### src/rtl/ioctl_mem_scheduler.sv
// Packs the data_io byte stream into 16-bit memory writes, paces it with clkref_n,
// and arbitrates a single memory port between download writes and CPU accesses.
module ioctl_mem_scheduler #(
  parameter int FIFO_DEPTH = 4,
  parameter int CLKREF_DIV = 4,
  parameter int DL_BURST   = 2
) (
  input  logic        clk_sys,
  input  logic        reset_n,
  input  logic        ioctl_download,
  input  logic        ioctl_wr,
  input  logic [24:0] ioctl_addr,
  input  logic [7:0]  ioctl_dout,
  output logic        clkref_n,
  output logic        dl_busy,
  input  logic        cpu_req,
  input  logic        cpu_we,
  input  logic [23:0] cpu_addr,
  input  logic [15:0] cpu_wdata,
  input  logic [1:0]  cpu_be,
  output logic        cpu_ack,
  output logic [15:0] cpu_rdata,
  output logic        mem_req,
  output logic        mem_we,
  output logic [23:0] mem_addr,
  output logic [15:0] mem_wdata,
  output logic [1:0]  mem_be,
  input  logic        mem_ack,
  input  logic [15:0] mem_rdata
);

  localparam int AW = (FIFO_DEPTH > 1) ? $clog2(FIFO_DEPTH) : 1;
  localparam int CW = $clog2(CLKREF_DIV + 1);
  localparam int BW = $clog2(DL_BURST + 1);
  localparam logic [AW:0]   DEPTH_C = (AW + 1)'(FIFO_DEPTH);
  localparam logic [AW:0]   LIMIT_C = (AW + 1)'(FIFO_DEPTH - 2);
  localparam logic [CW-1:0] DIV_C   = CW'(CLKREF_DIV);
  localparam logic [BW-1:0] BURST_C = BW'(DL_BURST);

  typedef struct packed {
    logic [23:0] addr;
    logic [15:0] data;
    logic [1:0]  be;
  } word_t;

  typedef enum logic [1:0] {S_IDLE, S_DL, S_CPU} state_t;

  // ---------------- byte packing / staging ----------------
  word_t         stg;
  logic          stg_valid;
  logic          dl_prev;
  logic          flush_pend;
  logic          byte_in;
  logic [23:0]   in_addr;
  logic [1:0]    in_be;
  logic [15:0]   in_data;
  logic          flush_req;
  logic          merge;
  logic          push_want;
  logic          fifo_push;
  logic          fifo_pop;

  logic [AW-1:0] wr_ptr;
  logic [AW-1:0] rd_ptr;
  logic [AW:0]   fifo_cnt;
  word_t         fifo_mem [FIFO_DEPTH];

  assign byte_in   = ioctl_download & ioctl_wr;
  assign in_addr   = ioctl_addr[24:1];
  assign in_be     = ioctl_addr[0] ? 2'b10 : 2'b01;
  assign in_data   = ioctl_addr[0] ? {ioctl_dout, 8'h00} : {8'h00, ioctl_dout};
  // A flush that could not push (FIFO full) stays pending until it does.
  assign flush_req = (dl_prev & ~ioctl_download) | flush_pend;
  assign merge     = byte_in & stg_valid & ~flush_req & (stg.addr == in_addr) &
                     ((stg.be & in_be) == 2'b00);
  assign push_want = stg_valid & ((stg.be == 2'b11) | flush_req | (byte_in & ~merge));
  assign fifo_push = push_want & ((fifo_cnt != DEPTH_C) | fifo_pop);

  always_ff @(posedge clk_sys or negedge reset_n) begin
    // NOTE: every registered signal uses <= so all flops update from the same pre-edge values.
    if (!reset_n) begin
      stg        <= '0;
      stg_valid  <= 1'b0;
      dl_prev    <= 1'b0;
      flush_pend <= 1'b0;
    end else begin
      dl_prev    <= ioctl_download;
      flush_pend <= flush_req & stg_valid & ~fifo_push;
      if (merge) begin
        stg.be   <= stg.be | in_be;
        stg.data <= stg.data | in_data;
      end else if (byte_in && (!stg_valid || fifo_push)) begin
        stg       <= '{addr: in_addr, data: in_data, be: in_be};
        stg_valid <= 1'b1;
      end else if (fifo_push) begin
        stg_valid <= 1'b0;
      end
    end
  end

  // ---------------- word FIFO ----------------
  // NOTE: the storage array has no reset; pointers and count alone define emptiness.
  always_ff @(posedge clk_sys) begin
    if (fifo_push) fifo_mem[wr_ptr] <= stg;
  end

  always_ff @(posedge clk_sys or negedge reset_n) begin
    if (!reset_n) begin
      wr_ptr   <= '0;
      rd_ptr   <= '0;
      fifo_cnt <= '0;
    end else begin
      if (fifo_push) wr_ptr <= wr_ptr + 1'b1;
      if (fifo_pop)  rd_ptr <= rd_ptr + 1'b1;
      case ({fifo_push, fifo_pop})
        2'b10:   fifo_cnt <= fifo_cnt + 1'b1;
        2'b01:   fifo_cnt <= fifo_cnt - 1'b1;
        default: fifo_cnt <= fifo_cnt;
      endcase
    end
  end

  // ---------------- clkref pacing ----------------
  // The staging word is counted as occupied so the byte written after a strobe always fits.
  logic [CW-1:0] since_cnt;
  logic [AW:0]   occupied;
  logic          strobe_ok;

  assign occupied  = fifo_cnt + {{AW{1'b0}}, stg_valid};
  assign strobe_ok = ioctl_download & (occupied <= LIMIT_C) & (since_cnt >= DIV_C);

  always_ff @(posedge clk_sys or negedge reset_n) begin
    if (!reset_n) begin
      clkref_n  <= 1'b1;
      since_cnt <= DIV_C;
    end else begin
      clkref_n <= ~strobe_ok;
      if (strobe_ok)              since_cnt <= CW'(1);
      else if (since_cnt != DIV_C) since_cnt <= since_cnt + 1'b1;
    end
  end

  // ---------------- memory port arbiter ----------------
  state_t        state, state_n;
  logic [BW-1:0] burst_cnt, burst_n;
  logic          mem_req_n, mem_we_n, cpu_ack_n;
  logic [23:0]   mem_addr_n;
  logic [15:0]   mem_wdata_n, cpu_rdata_n;
  logic [1:0]    mem_be_n;
  logic          cpu_req_eff;
  word_t         head;

  // The requester gets the ack cycle to drop cpu_req, so it is not seen then.
  assign cpu_req_eff = cpu_req & ~cpu_ack;
  assign head        = fifo_mem[rd_ptr];

  always_comb begin
    // NOTE: every output of this block gets a default first so no path can infer a latch.
    state_n     = state;
    burst_n     = burst_cnt;
    fifo_pop    = 1'b0;
    mem_req_n   = mem_req;
    mem_we_n    = mem_we;
    mem_addr_n  = mem_addr;
    mem_wdata_n = mem_wdata;
    mem_be_n    = mem_be;
    cpu_ack_n   = 1'b0;
    cpu_rdata_n = cpu_rdata;
    case (state)
      S_IDLE: begin
        if (!cpu_req_eff) burst_n = '0;
        if ((fifo_cnt != '0) && (!cpu_req_eff || (burst_cnt < BURST_C))) begin
          fifo_pop    = 1'b1;
          mem_req_n   = 1'b1;
          mem_we_n    = 1'b1;
          mem_addr_n  = head.addr;
          mem_wdata_n = head.data;
          mem_be_n    = head.be;
          state_n     = S_DL;
        end else if (cpu_req_eff) begin
          mem_req_n   = 1'b1;
          mem_we_n    = cpu_we;
          mem_addr_n  = cpu_addr;
          mem_wdata_n = cpu_wdata;
          mem_be_n    = cpu_be;
          state_n     = S_CPU;
        end
      end
      S_DL: begin
        if (mem_ack) begin
          mem_req_n = 1'b0;
          if (burst_cnt != BURST_C) burst_n = burst_cnt + 1'b1;
          state_n   = S_IDLE;
        end
      end
      S_CPU: begin
        if (mem_ack) begin
          mem_req_n = 1'b0;
          cpu_ack_n = 1'b1;
          if (!mem_we) cpu_rdata_n = mem_rdata;
          burst_n   = '0;
          state_n   = S_IDLE;
        end
      end
      default: state_n = S_IDLE;
    endcase
  end

  always_ff @(posedge clk_sys or negedge reset_n) begin
    if (!reset_n) begin
      state     <= S_IDLE;
      burst_cnt <= '0;
      mem_req   <= 1'b0;
      mem_we    <= 1'b0;
      mem_addr  <= '0;
      mem_wdata <= '0;
      mem_be    <= '0;
      cpu_ack   <= 1'b0;
      cpu_rdata <= '0;
    end else begin
      state     <= state_n;
      burst_cnt <= burst_n;
      mem_req   <= mem_req_n;
      mem_we    <= mem_we_n;
      mem_addr  <= mem_addr_n;
      mem_wdata <= mem_wdata_n;
      mem_be    <= mem_be_n;
      cpu_ack   <= cpu_ack_n;
      cpu_rdata <= cpu_rdata_n;
    end
  end

  assign dl_busy = ioctl_download | stg_valid | (fifo_cnt != '0) | (state == S_DL);

endmodule

### config.mk
export PLATFORM = sky130hd
export DESIGN_NAME = ioctl_mem_scheduler
export DESIGN_NICKNAME = d
export VERILOG_FILES = /design/src/rtl/ioctl_mem_scheduler.sv
export SDC_FILE = /design/constraint.sdc
export NUM_CORES = 1
export LEC_CHECK = 0
export CAP_MARGIN = 5
export CORE_MARGIN = 4
export CORE_UTILIZATION = 49
export DETAILED_ROUTE_END_ITERATION = 6
export GPL_TIMING_DRIVEN = 0
export HOLD_SLACK_MARGIN = 0.03
export PLACE_DENSITY_LB_ADDON = 0.3
export SLEW_MARGIN = 15
export SYNTH_ARGS = -nofsm -noshare
export SYNTH_HDL_FRONTEND = slang
export SYNTH_SLANG_ARGS = --single-unit
### constraint.sdc
create_clock -name clk_sys -period 3.1 [get_ports clk_sys]
set_clock_uncertainty 0.05 [all_clocks]
set_input_delay 0.93 -clock clk_sys [delete_from_list [all_inputs] [get_ports clk_sys]]
set_output_delay 0.93 -clock clk_sys [all_outputs]
set_load 0.05 [all_outputs]
-- Yosys cells after proc, flatten, opt, wreduce, memory -nomap -nowiden
Memory sizes are Yosys's and may differ from the RTL's.
Cells that the tools add are included.
- add/sub/neg operators: 7
- equal/unequal tests: 15
- multipliers: 0
- shift operators: 0
- div/mod/pow operators: 0
- bitwise operators: 31
- magnitude comparators: 3
- multiplexer cells: 35
- reductions and logical operators: 24
- operators with widths (cell ; count):
    16-bit two-way mux ; 3
    24-bit two-way mux ; 2
    18-bit two-way mux ; 2
    24-bit equality test ; 1
    2-bit two-way mux ; 9
    16-bit bitwise OR ; 1
    1-bit bitwise AND ; 14
    1-bit two-way mux ; 13
    2-bit nonzero test ; 6
    2-bit != test, second input constant ; 5
    3-bit != test, second input constant ; 3
    2-bit AND reduction ; 4
    1-bit inverter ; 7
    1-bit bitwise OR ; 7
    2-bit by 1-bit adder with 2-bit output, second input constant ; 3
    3-bit by 1-bit adder with 3-bit output, second input constant ; 2
    2-bit equality test, second input constant ; 3
    3-bit two-way mux ; 2
    2-bit case mux with 3 select lines ; 1
    3-bit case mux with 2 select lines ; 1
    3-bit AND reduction ; 2
    3-bit nonzero test ; 2
    5-bit AND reduction ; 1
    2-bit by 1-bit equality test with 1-bit output, second input constant ; 2
    15 further kinds ; 19
- bits in read-only memories: 0
- output and inout port bits: 63
- bits in latches: 0
- memories: 1
- bits in writable memories: 168
- logic and storage cells: 136
- bits in registers: 121
- input bits: 98
- memory list (name ; depth ; bits a word ; read ports ; clocked after Yosys merged registers in ; wr ports ; RTL line ; RTL):
    fifo_mem ; 4 ; 42 ; 1 ; 0 ; 1 ; 66 ; word_t fifo_mem [FIFO_DEPTH];

-- Depth between registers and ports, before layout
- depth after elaboration: 16
- gate-level depth with buffers: 13

-- Worst setup path after synthesis
OpenSTA, ideal clock, no wires.
- kind: input port to flip-flop
- start: input port ioctl_addr[24]
- end: memory fifo_mem[0][0] (netlist bit), enable pin
- arrival time: 3.280 ns
- path slack: -0.680 ns
- path buffers: 2
- required time: 2.600 ns
- cell stages on the path: 9
- library setup time: 0.450 ns
- cells stage by stage: xor2_1 -> a2111oi_0 -> nand3_1 -> or4_1 -> buf_2 -> and3_4 -> buf_6 -> a21boi_1 -> and2_1
- word-level cells in the longest chain between the ends: 10
- ends and longest elaborated chain (what ; RTL line ; RTL):
    from (decl) ; 12 ; input logic [24:0] ioctl_addr,
    24-bit equality test ; 74 ; assign merge = byte_in & stg_valid & ~flush_req & (stg.addr == in_addr) &
    1-bit bitwise AND (2 in a row) ; 74 ;
    1-bit inverter (no line) ; n/a ;
    1-bit bitwise AND ; 76 ; assign push_want = stg_valid & ((stg.be == 2'b11) | flush_req | (byte_in & ~merge));
    1-bit bitwise OR ; 76 ;
    1-bit bitwise AND ; 76 ;
    1-bit bitwise AND ; 77 ; assign fifo_push = push_want & ((fifo_cnt != DEPTH_C) | fifo_pop);
    1-bit two-way mux ; 104 ; if (fifo_push) fifo_mem[wr_ptr] <= stg;
    1-bit two-way mux (not written as such) ; 104 ;
    to (decl) ; 66 ;
Every way passes these cells.

-- Worst setup path after layout
- start: input port ioctl_addr[7]
- end: register fifo_cnt[1]
- word-level cells in the longest chain between the ends: 10
- elaborated cells between the ends (all ways): 12
- classes of those cells: eq/ne: 3; mux: 1; bitwise: 7; reduce/logical: 1
- ends and longest elaborated chain (what ; RTL line ; RTL):
    24-bit equality test * ; 74 ;
    1-bit bitwise AND * (2 in a row) ; 74 ;
    1-bit inverter (no line) * ; n/a ;
    1-bit bitwise AND * ; 76 ;
    1-bit bitwise OR * ; 76 ;
    1-bit bitwise AND * ; 76 ;
    1-bit bitwise AND * ; 77 ;
    2-bit by 1-bit equality test with 1-bit output or 2-bit equality test (tied branches) ; 115 ; case ({fifo_push, fifo_pop})
    3-bit case mux with 2 select lines or 2-bit nonzero test (tied branches) ; n/a ;
    to (signal assigned) ; 116 ; 2'b10: fifo_cnt <= fifo_cnt + 1'b1;
    to (signal assigned) ; 117 ; 2'b01: fifo_cnt <= fifo_cnt - 1'b1;
    to (signal assigned) ; 118 ; default: fifo_cnt <= fifo_cnt;
    to (decl) ; 65 ; logic [AW:0] fifo_cnt;
Every way passes the cells marked *; elsewhere a longest branch is shown, timed or not.
A chain may end at the register's enable or synchronous reset.

==> results.toml <==
[worst_setup_path]
crit_arrival_ns = 3.41
max_stage_delay_ns = 0.57
critPathCaptureType = "flop"
crit_start = "ioctl_addr[7]"
worstSetupPathType = "in -> reg"
critical_path.reg2reg.startpoint = "stg[24]"
critical_path_required_ns = 3.48
worstPathCellList = "buf_4 > xor2_2 > nor4_4 > nand4_1 > or4_4 > and3_4 > nor2_4 > fa_2 > mux2_4"
worst_path_max_delay_cell = "sky130_fd_sc_hd__or4_4"
crit_path_max_fanout = 6
start_kind = "input pin"

[synth]
compound_gate_fraction_of_synth_area_pct = 6.68
dominant_combinational_cell_family_by_area_after_synthesis = "multiplexers"
synth.area.mux_share_pct = 12.7
syn-num-nets = 815
proportion_of_synthesized_chip_area_in_sequential_cells_pct = 70.6
synth.yosys.warnings = 0
synthSimpleGateAreaFrac_pct = 4.41
syn-instance-count = 703
synth.cell_area_um2 = 11400
ys_async_sr_fraction_pct = 41.9
synth_xor_xnor_area_share_pct = 2.30
synth_enable_flop_cells = 168
synth.ff_latch_count = 289
synth_cell_types = 45
post_synth_fa_ha_maj_area_fraction_pct = 1.60
avgSynthCellArea_um2 = 16.3
postSynth.topFlopCell = "sky130_fd_sc_hd__edfxtp_1"

[routing]
average_via_count_per_standard_cell = 5.62
drt-initial-drc-count = 645
number_of_iterations_in_the_first_detailed_routing_pass = 5
postRouteAntennaNets = 0
drc_violation_count_after_routing = 0
route.detailed.wl_per_inst_um = 22.2
totalWireLength_um = 27500
vias = 6978

[timing]
hold_viol = 0
timing_worst_slew_pin_value_ns = 1.10
final_min_period_over_clock_period_pct = 97.8
drv_slew = 0
layout_setup_ws_ns = 0.0692
slew_headroom_pct = 26.7
maxClockFrequency_ghz = 0.330
rsz0062_at_grt = "yes"
layout_min_cycle_time_ns = 3.03
report.final.setup_viol = 0

[floorplan]
placementRows = 55
die-height_um = 161
floorplan.initialDensity_pct = 50.2
ioPinCount = 161
design.die.area_um2 = 25800
dieWidth_um = 161
fp.coreArea_um2 = 22800

[worst_hold_path]
min_path_type = "in -> async"

[finish]
fin_area_um2 = 14800
post_layout_nonfiller_instances = 1242
final_layout_size_suffix_gt1_share_pct = 21.2
area_growth_syn_to_layout_pct = 29.7
area.sequential_um2 = 8080
antennaDiodeCount = 0
multi_input_area_um2 = 3490
final_nets = 1018
layout.filler_cells = 1645
mostFrequentLayoutCell = "sky130_fd_sc_hd__edfxtp_1"
layout_common_cells = "168 x sky130_fd_sc_hd__edfxtp_1, 141 x sky130_fd_sc_hd__clkdlybuf4s50_1, 118 x sky130_fd_sc_hd__dfrtp_1"
layout.core_utilization_pct = 65.1

[cts]
clockBufferDepth = 3
cts_root_buf = "sky130_fd_sc_hd__clkbuf_16"
cts_hold_repair.buffers = 0
worstSkewPairLatency_ns = 0.56
cts_max_level = 1
path_clk_slew_ns = 0.06
numCtsBuffers = 29
tritoncts = "built"
clock_sinks = 289

[outcome]
run_status = "completed"

[grt]
grt_antenna_before_repair = 0
gr-usage-all-layers_pct = 21.2
grt_max_degree = 68
number_of_global_route_vias_before_repair = 7190
grt_first_pass_wirelength_um = 42100
globalRouteOverflowTotal = 0

[place]
dpl_worst_slack_ns = -1.50
port-buffer-count = 160
gp_congestion = 0.785
detailed_place.area_um2 = 13500
placed_cells = 1177
hpwlAfterDp_um = 16700

[power]
p_leak_nw = 5.52
pwr-share-clk_pct = 24.0
power_density_nw_per_um2 = 1080
vdd.ir_drop.worst_mv = 0.581
comb_power_share_pct = 39.4
p_int_mw = 10.1
pwr-share-seq_pct = 36.6
switching_share_pct = 37.0
power_mw = 16.0
net_switching_power_mw = 5.90

[run]
maxCapViolCount = 0
==> per-stage QoR <==
stage / TNS, ns / hold WS, ns
after floorplan: -17.16 / 0.407
after global placement: -817.72 / 0.424
after detailed placement: -334.06 / 0.431
after CTS: -0.0475 / 0.305
after global routing: -0.0113 / 0.322
final: 0 / 0.299
==> power by group through the flow <==
stage / clock network [mW] / registers, mW / logic (mW)
3_3_place_gp: 0 / 5.83 / 5.93
2_1_floorplan: 0 / 7.04 / 2.83
5_1_grt: 4.07 / 5.95 / 6.72
3_5_place_dp: 0 / 5.88 / 6.01
4_1_cts: 3.89 / 5.83 / 6.30
6_report: 3.84 / 5.84 / 6.29
==> critical path: cells and delay by family <==
kind | cells | cell delay, ns
xor gates and xnor gates | 1 | 0.19
muxes | 1 | 0.26
buffers and inverters | 1 | 0.13
adders and majority gates | 1 | 0.43
and+or+nand+nor | 5 | 1.48
==> sequential cells by signal, summed over array words and instances (netlist names), 2 cells and up <==
name,cells
burst_cnt,2
cpu_rdata,16
fifo_cnt,3
fifo_mem,168
mem_addr,24
mem_be,2
mem_wdata,16
rd_ptr,2
since_cnt,3
state,2
stg,42
wr_ptr,2
==> routing by layer <==
metal  GRT usage [%]  up-vias  part of all wire [%]
li1                -     3094                     -
met1            29.1     3529                    40
met2            35.7      325                    50
met3            4.39       30                   8.6
met4            4.65        0                   1.6
met5               0        -                     0
==> logic make-up (layout without fill, tap and decap cells) <==
family          count (synthesis)  after routing
mux                            86             86
simple gates                  115            124
xor+xnor                       30             30
flops                         289            289
buf+inv                        49            266
fa+ha+maj                      14             14
compound gates                120            120
==> cells in the mapped netlist (2+ instances only) <==
| library cell | n | area share, % |
|---|---|---|
| sky130_fd_sc_hd__nand2_1 | 33 | 1.1 |
| sky130_fd_sc_hd__nor2_1 | 52 | 1.7 |
| sky130_fd_sc_hd__nor3_1 | 4 | 0.18 |
| sky130_fd_sc_hd__dfstp_2 | 2 | 0.46 |
| sky130_fd_sc_hd__inv_1 | 13 | 0.43 |
| sky130_fd_sc_hd__edfxtp_1 | 168 | 44 |
| sky130_fd_sc_hd__mux2_1 | 2 | 0.20 |
| sky130_fd_sc_hd__mux2_2 | 40 | 3.9 |
| sky130_fd_sc_hd__a21o_1 | 3 | 0.20 |
| sky130_fd_sc_hd__buf_1 | 5 | 0.16 |
| sky130_fd_sc_hd__a22o_1 | 17 | 1.3 |
| sky130_fd_sc_hd__clkbuf_1 | 26 | 0.85 |
| sky130_fd_sc_hd__mux4_2 | 42 | 8.3 |
| sky130_fd_sc_hd__ha_1 | 13 | 1.4 |
| sky130_fd_sc_hd__mux2_4 | 2 | 0.26 |
| sky130_fd_sc_hd__o22ai_1 | 35 | 1.9 |
| sky130_fd_sc_hd__nand2b_1 | 3 | 0.16 |
| sky130_fd_sc_hd__buf_2 | 4 | 0.18 |
| sky130_fd_sc_hd__nand4_1 | 3 | 0.16 |
| sky130_fd_sc_hd__nand3_1 | 5 | 0.22 |
| sky130_fd_sc_hd__xnor2_1 | 15 | 1.1 |
| sky130_fd_sc_hd__nor2b_1 | 2 | 0.11 |
| sky130_fd_sc_hd__o21ai_0 | 3 | 0.13 |
| sky130_fd_sc_hd__a21oi_1 | 42 | 1.8 |
| sky130_fd_sc_hd__nor4_1 | 3 | 0.16 |
| sky130_fd_sc_hd__xor2_1 | 15 | 1.1 |
| sky130_fd_sc_hd__and2_1 | 6 | 0.33 |
| sky130_fd_sc_hd__a31oi_1 | 10 | 0.55 |
| sky130_fd_sc_hd__dfrtp_1 | 119 | 26 |
==> what timing repair did <==
action / CTS / global route
resized for setup: 75 / 17
setup buffers: 5 / 0
endpoints found under the setup margin: 248 / 207
cloned: 9 / 0
pin swaps: 21 / 13
==> path summary, 6_finish.rpt <==
path	to	slack, ns	cells past startpoint
max	fifo_cnt[1]	0.07	9
min	mem_wdata[2]	0.30	1
max reg2reg	fifo_cnt[1]	0.11	8
min reg2reg	burst_cnt[0]	0.44	1
max in group asynchronous	since_cnt[2]	1.95	2
min in group clk_sys	burst_cnt[0]	0.44	1
==> cell type report <==
cell class | instances | area share (%)
flip-flops and latches | 289 | 54.4
multi-input cells | 374 | 23.5
clock buffers | 38 | 5.32
plain buffers | 33 | 0.894
inverters | 13 | 0.329
repair buffers | 166 | 11.0
clock inverters | 16 | 1.83
well taps | 313 | 2.64
No activity file was read; power rests on OpenSTA's default activity.
